<file path="src/rtl/ram_iface_responder.sv">
// RAM-side responder for the cache<->RAM FIFO link.
// Pops request words (header + write data) from the request FIFO, runs
// BURST_LEN-word writes or reads on a synchronous single-port RAM, and pushes
// read data, or a single zero write-ack word, into the response FIFO.
module ram_iface_responder #(
  parameter int ADDR_SIZE  = 13,
  parameter int WORD_WIDTH = 16,
  parameter int BURST_LEN  = 4,
  parameter int BURST_LOG2 = 2
) (
  input  logic                            clk,
  input  logic                            reset,
  input  logic                            req_empty,
  input  logic                            req_avalid,
  input  logic                            req_rnw,
  input  logic [ADDR_SIZE-1:0]            req_addr,
  input  logic [WORD_WIDTH-1:0]           req_wdata,
  output logic                            req_rd,
  input  logic                            rsp_full,
  output logic                            rsp_wr,
  output logic [WORD_WIDTH-1:0]           rsp_wdata,
  output logic [ADDR_SIZE+BURST_LOG2-1:0] mem_addr,
  output logic                            mem_we,
  output logic                            mem_re,
  output logic [WORD_WIDTH-1:0]           mem_wdata,
  input  logic [WORD_WIDTH-1:0]           mem_rdata,
  output logic                            busy,
  output logic                            err
);

  typedef enum logic [2:0] {
    IDLE, WR_COLLECT, WR_ACK, RD_ISSUE, RD_WAIT, RD_CAPT
  } state_t;

  localparam logic [BURST_LOG2-1:0] IDX_LAST = BURST_LOG2'(BURST_LEN - 1);
  localparam logic [BURST_LOG2-1:0] IDX_ONE  = BURST_LOG2'(1);

  state_t                 state, state_nx;
  logic [ADDR_SIZE-1:0]   line;
  logic [BURST_LOG2-1:0]  idx;
  logic                   idx_last;
  logic                   rsp_ok;

  assign idx_last = (idx == IDX_LAST);
  // The full flag lags our own push by a cycle, so a push in flight counts as full.
  assign rsp_ok   = !rsp_full && !rsp_wr;

  // State register
  always_ff @(posedge clk or posedge reset) begin
    if (reset) state <= IDLE;
    else       state <= state_nx;
  end

  // Next-state decode
  always_comb begin
    state_nx = state;
    case (state)
      IDLE:
        if (!req_empty && req_avalid) state_nx = req_rnw ? RD_ISSUE : WR_COLLECT;
      WR_COLLECT:
        if (!req_empty) begin
          if (req_avalid)    state_nx = IDLE;     // truncated burst, header served from IDLE
          else if (idx_last) state_nx = WR_ACK;
        end
      WR_ACK:   if (rsp_ok) state_nx = IDLE;
      RD_ISSUE: if (rsp_ok) state_nx = RD_WAIT;
      RD_WAIT:  state_nx = RD_CAPT;
      RD_CAPT:  state_nx = idx_last ? IDLE : RD_ISSUE;
      default:  state_nx = IDLE;
    endcase
  end

  // Combinational outputs: pop strobe and busy flag
  always_comb begin
    req_rd = 1'b0;
    case (state)
      IDLE:       req_rd = !req_empty;
      WR_COLLECT: req_rd = !req_empty && !req_avalid;
      default:    req_rd = 1'b0;
    endcase
    busy = (state != IDLE);
  end

  // Registered datapath: line/idx tracking, RAM strobes and response push
  always_ff @(posedge clk or posedge reset) begin
    if (reset) begin
      line      <= '0;
      idx       <= '0;
      rsp_wr    <= 1'b0;
      rsp_wdata <= '0;
      mem_addr  <= '0;
      mem_we    <= 1'b0;
      mem_re    <= 1'b0;
      mem_wdata <= '0;
      err       <= 1'b0;
    end else begin
      rsp_wr <= 1'b0;
      mem_we <= 1'b0;
      mem_re <= 1'b0;
      err    <= 1'b0;
      case (state)
        IDLE:
          if (!req_empty) begin
            if (!req_avalid) begin
              err <= 1'b1;                      // orphan data word is discarded
            end else begin
              line <= req_addr;
              if (!req_rnw) begin
                mem_addr  <= {req_addr, {BURST_LOG2{1'b0}}};
                mem_wdata <= req_wdata;
                mem_we    <= 1'b1;
                idx       <= IDX_ONE;
              end else begin
                idx <= '0;
              end
            end
          end
        WR_COLLECT:
          if (!req_empty) begin
            if (req_avalid) begin
              err <= 1'b1;
            end else begin
              mem_addr  <= {line, idx};
              mem_wdata <= req_wdata;
              mem_we    <= 1'b1;
              if (!idx_last) idx <= idx + IDX_ONE;
            end
          end
        WR_ACK:
          if (rsp_ok) begin
            rsp_wr    <= 1'b1;
            rsp_wdata <= '0;
          end
        RD_ISSUE:
          if (rsp_ok) begin
            mem_addr <= {line, idx};
            mem_re   <= 1'b1;
          end
        RD_CAPT: begin
          rsp_wdata <= mem_rdata;
          rsp_wr    <= 1'b1;
          idx       <= idx_last ? '0 : idx + IDX_ONE;
        end
        default: ;
      endcase
    end
  end

endmodule

</file>
<file path="config.mk">
export PLATFORM = sky130hd
export DESIGN_NAME = ram_iface_responder
export DESIGN_NICKNAME = d
export VERILOG_FILES = /design/src/rtl/ram_iface_responder.sv
export SDC_FILE = /design/constraint.sdc
export NUM_CORES = 1
export LEC_CHECK = 0
export CORE_AREA = 2 2 95 97
export DETAILED_ROUTE_END_ITERATION = 6
export DIE_AREA = 0 0 97 99
export PLACE_DENSITY = 0.7
export SLEW_MARGIN = 20
export SYNTH_ARGS = -nofsm -noshare
export SYNTH_HDL_FRONTEND = slang
export SYNTH_SLANG_ARGS = --single-unit
</file>
<file path="constraint.sdc">
create_clock -name clk -period 1.98 [get_ports clk]
set_input_delay 0.396 -clock clk [delete_from_list [all_inputs] [get_ports clk]]
set_output_delay 0.396 -clock clk [all_outputs]
set_load 0.01 [all_outputs]
</file>
# Word level (Yosys, flattened, before mapping)
# Index checks and enable logic that the tools add are counted.
[word_totals]
regBits = 69
latch_bits = 0
ram_bits = 0
rom_bits = 0
input_bits = 51
out_inout_bits = 53
elab_cells = 92
mem_count = 0
[op_classes]
addsub = 1
mul = 0
div_mod_pow = 0
n_lt_le_gt_ge = 0
eq_ne = 16
n_shift = 0
muxes = 45
n_bitwise = 1
reduce_logical = 19
[ops]
columns = ["operator", "n"]
rows = [
  ["$mux W16", 6],
  ["$mux W15", 6],
  ["$pmux W16 S2", 2],
  ["$pmux W15 S3", 1],
  ["$mux W3", 6],
  ["$ne A2 B2 Y1 const B", 9],
  ["$pmux W3 S6", 1],
  ["$mux W2", 8],
  ["$reduce_and A6 Y1", 2],
  ["$mux W1", 10],
  ["$reduce_bool A3 Y1", 3],
  ["$pmux W1 S2", 4],
  ["$reduce_and A7 Y1", 1],
  ["$eq A3 B2 Y1 const B", 2],
  ["$eq A3 B3 Y1 const B", 2],
  ["$pmux W2 S3", 1],
  ["$reduce_and A5 Y1", 1],
  ["$logic_not A1 Y1", 4],
  ["$reduce_bool A2 Y1", 2],
  ["$eq A3 B1 Y1 const B", 1],
  ["$logic_and A1 B1 Y1", 3],
  ["$logic_not A3 Y1", 1],
  ["$ne A3 B3 Y1 const B", 1],
  ["$reduce_and A3 Y1", 1],
  ["4 further kinds", 4],
]

# Longest topological paths before layout
[logic_depth]
word_depth = 5
depth_mapped = 7
depth_no_buf = 5

# Worst setup path before layout
# OpenSTA, ideal clock, no wires.
[synth_timing]
kind = "reg-to-reg"
from = "register state[0]"
to = "register mem_addr[2]"
t_arrival_ns = 1.659
setup_slack_ns = 0.196
path_stages_with_launch = 7
n_path_buf = 3
path_cell_list = "dfrtp_1 buf_2 nand2b_1 clkbuf_1 buf_2 mux2_2 mux2_4"
[synth_between]
elab_chain_len = 3
word_cells_on_any_way = 12
cone_classes = "eq/ne (8); mux (1); reduce/logical (3)"
[synth_lines]
columns = ["item", "line", "text"]
rows = [
  ["start: declaration", "38", "state_t state, state_nx;"],
  ["start signal: assignment", "51", "else state <= state_nx;"],
  ["$eq A3 B2 Y1 (tied with other cells)", "101", "case (state)"],
  ["$ne A2 B2 Y1 (no line) or $reduce_bool A3 Y1 (tied branches)", "n/a", ""],
  ["$reduce_and A7 Y1 (no line)", "n/a", ""],
  ["end signal: assignment", "109", "mem_addr <= {req_addr, {BURST_LOG2{1'b0}}};"],
  ["end signal: assignment", "123", "mem_addr <= {line, idx};"],
  ["end signal: assignment", "136", "mem_addr <= {line, idx};"],
  ["end: declaration", "22", "output logic [ADDR_SIZE+BURST_LOG2-1:0] mem_addr,"],
]
# Several ways; a longest one is shown, not always the timed one.
# A chain may end at the register's enable or synchronous reset.

# Final worst setup path
[layout_timing]
from = "input port req_empty"
to = "output port req_rd"
[layout_between]
elab_chain_len = 3
[layout_lines]
columns = ["item", "line", "text"]
rows = [
  ["start: declaration", "13", "input logic req_empty,"],
  ["$logic_not A1 Y1 (*)", "n/a", ""],
  ["$logic_and A1 B1 Y1", "78", "WR_COLLECT: req_rd = !req_empty && !req_avalid;"],
  ["$pmux W1 S2 (*)", "76", "case (state)"],
  ["end: declaration", "18", "output logic req_rd,"],
]
# Mark *: on every way between the ends. The rest lies on a longest branch, timed or not.

==> impl_metrics.py <==
metrics = {
    "critical_path": {
        "path_buf_inv": 2,
        "path_cells": "clkdlybuf4s50_1 -> or3_4 -> a21oi_2 -> clkdlybuf4s15_2",
        "critPathKind": "input port to primary output",
        "crit_arrival_ns": 1.52,
        "cp_max_fo": 2,
        "worstPathRequired_ns": 1.58,
        "rrSetupSlack_ns": 0.17,
        "critPathLaunchType": "input port",
        "crit_path_top_delay_cell": "clkdlybuf4s50_1",
        "endpoint_kind": "primary output",
        "critical-path-top-delay-family": "buffers and inverters",
        "max_stage_delay_ns": 0.42,
    },
    "clock_network": {
        "path_clk_slew_ns": 0.08,
        "cts_hold_buf": 0,
        "cts_setup_buffers": 0,
        "insertion_delay_ns": 0.33,
        "cts.sinks": 69,
        "numCtsBuffers": 9,
        "max-clock-path-buffers": 2,
        "htree_levels": 3,
        "clock-root-buffer": "clkbuf_8",
        "tritoncts": "built",
    },
    "final_layout": {
        "multi_input_area_um2": 1120,
        "fillers": 761,
        "n_antenna_cell": 0,
        "register_area_um2": 1730,
        "drive_above_1_share_pct": 28.4,
        "nets": 381,
        "synthToLayoutAreaGrowth_pct": 47.8,
    },
    "global_routing": {
        "grt_overflow": 0,
        "antenna_found_initial": 0,
        "grt_pass1_vias": 2239,
        "grt_max_degree": 70,
        "grt_pass1_wl_um": 10800,
        "grt_use_total_pct": 14.1,
    },
    "power": {
        "power.density_nw_per_um2": 1420,
        "leakagePower_nw": 1.93,
        "swShare_pct": 31.1,
        "p_int_mw": 4.27,
        "p_seq_share_pct": 37.4,
        "power_mw": 6.20,
        "power.clock.fraction_pct": 15.8,
        "vdd_drop_max_mv": 0.651,
        "pwr-share-comb_pct": 46.7,
        "p_sw_mw": 1.92,
    },
    "synthesis": {
        "synth.distinct_cells": 31,
        "synth_area_um2": 2950,
        "postSynthCellCount": 212,
        "synth_area_leaders": "dfrtp_1 58%, mux2_2 18%, mux2_4 5.1%, a22o_1 4.7%, a21oi_1 1.4%",
        "syn_nets": 264,
        "yosysSeqAreaShare_pct": 58.5,
        "yosys_warnings": 0,
        "synth.avg_cell_area_um2": 13.9,
        "yosys_register_bits": 69,
        "synth_area_leader_cell": "dfrtp_1",
        "synth_top_area_share_pct": 58.5,
    },
    "sta": {
        "finalCritPeriodShare_pct": 96.9,
        "period_minus_slack_ns": 1.92,
        "tightest_slew_ns": 0.368,
        "slew_violations": 0,
        "fin_ws_ns": 0.0622,
        "fin_skew_ns": 0.0105,
        "slew_headroom_pct": 75.4,
        "rsz0062_at_grt": "no",
        "fmax_ghz": 0.521,
        "finalHoldViolCount": 0,
        "setup_viol": 0,
    },
    "worst_hold_path": {
        "min_path_type": "input port to async pin",
    },
    "placed_design": {
        "dp_hpwl_um": 4600,
        "pre_cts_ws_ns": -0.305,
        "portBuffers": 103,
        "gp_congestion": 0.812,
    },
    "floorplan": {
        "die-area_um2": 9600,
        "io-pin-count": 104,
        "rows": 34,
        "die_x_um": 97,
        "dieHeight_um": 99,
        "core_um2": 8550,
        "start_util_pct": 34.5,
    },
    "routing": {
        "drt-wirelength-per-cell_um": 14.6,
        "via_count": 2071,
        "routed_wl_um": 6480,
        "drc_errors": 0,
        "dr.pass1.iters": 6,
        "via_per_inst": 4.69,
        "drtIter0Drc": 108,
        "ant_nets": 0,
    },
    "outcome": {
        "status": "finished, final reports clean",
    },
    "run": {
        "max_cap_viol_count": 0,
    },
}
## layer usage
layer	wire length, um	GRT usage [%]
met1	2990	17.7
met2	3150	23.2
met3	257	3.90
met4	73	5.42
met5	0	0
## timing repair
action,CTS,global route
gates resized for setup,5,3
endpoints found under the setup margin,2,2
hold endpoints to repair,0,0
cloned,0,0
## state kept, by name (all words and copies together), names as in the netlist
name       cells
idx            2
rsp_wr         1
mem_addr      15
mem_we         1
state          3
rsp_wdata     16
err            1
line          13
mem_wdata     16
mem_re         1
## power groups by stage
stage,Combinational [mW],Clock [mW],Sequential [mW]
after floorplan,1.46,0,2.48
after global placement,2.88,0,2.32
after detailed placement,2.95,0,2.34
after CTS,2.94,1.03,2.32
after global routing,3.12,1.09,2.40
final,2.90,0.981,2.32
## final cells by class
cell class | count | share of cell area [%]
Clock inverter | 6 | 0.917
Inverter | 8 | 0.774
Tap cell | 108 | 3.10
Sequential cell | 69 | 39.6
Clock buffer | 10 | 2.92
Timing Repair Buffer | 119 | 27.1
Multi-Input combinational cell | 122 | 25.6
## stage by stage
step / std cells / setup TNS, ns / cell area [um^2] / hold WS (ns) / utilization, %
after floorplan: 212 / 0 / 2960 / 0.475 / -
after global placement: 426 / -4.64 / 4190 / 0.483 / 49.0
after detailed placement: 426 / -5.22 / 4190 / 0.484 / 49.0
after CTS: 442 / 0 / 4360 / 0.507 / 51.0
after global routing: 442 / 0 / 4370 / 0.527 / 51.1
final: 442 / 0 / 4370 / 0.485 / 51.1
## synth_stat cells
library cell and n:
dfrtp_1 69, o21ba_2 1, buf_12 1, nand3b_1 2
inv_1 8, ha_1 1, nor2b_1 2, o21ai_0 5
a211oi_1 1, a22o_1 16, nand2_1 3, nand2b_1 2
and2_1 1, clkbuf_1 4, or2_1 1, mux2_2 47
a21o_1 1, o32ai_1 1, a31oi_2 1, a21oi_1 8
nor2_1 10, or3_1 3, buf_2 6, mux2_4 10
and2b_1 1, xor2_1 1, o21bai_1 1, buf_6 2
nor3_1 1, mux2i_1 1, o22ai_1 1
## worst reg2reg max path, cell delays in order, from the launching register on
cell	delay, ns
dfrtp_1	0.39
buf_4	0.18
o21ai_0	0.11
o21ai_0	0.12
or3_1	0.40
buf_12	0.18
mux2_4	0.30
## layout by cell type, fill, tap and decap left out, types with 2 or more instances in the layout
master,instances
clkbuf_8,9
nor2_1,10
buf_12,3
clkdlybuf4s50_1,101
inv_1,7
a22o_1,16
clkinv_2,3
nor2b_1,2
nand2b_1,2
mux2_2,47
a21oi_1,7
o21ai_0,5
mux2_4,10
buf_4,13
dfrtp_1,69
or3_1,2
clkinv_4,2
clkinvlp_4,2
nand2_1,3
nand3b_1,2
## cell families after synthesis
logic type,after synthesis,synth area share [%]
flip-flops,69,58.5
AND/OR/NAND/NOR,26,4.49
adder cells (fa/ha/maj),1,0.424
multiplexers,58,23.3
buffers and inverters,21,3.98
AO/OA/AOI/OAI,36,8.98
XOR/XNOR,1,0.297
## path summary, 6_finish.rpt
path                                          start                        to  cells past startpoint
hold / removal                                reset       line[1]$_DFFE_PP0P_                      3
setup reg to reg               state[1]$_DFFE_PP0P_   mem_addr[5]$_DFFE_PP0P_                      6
max in group asynchronous                     reset   mem_addr[3]$_DFFE_PP0P_                      3
min in group clk           rsp_wdata[2]$_DFFE_PP0P_  rsp_wdata[2]$_DFFE_PP0P_                      1
setup / recovery                          req_empty                    req_rd                      4
hold reg to reg            rsp_wdata[2]$_DFFE_PP0P_  rsp_wdata[2]$_DFFE_PP0P_                      1
(Power assumes the default switching activity.)
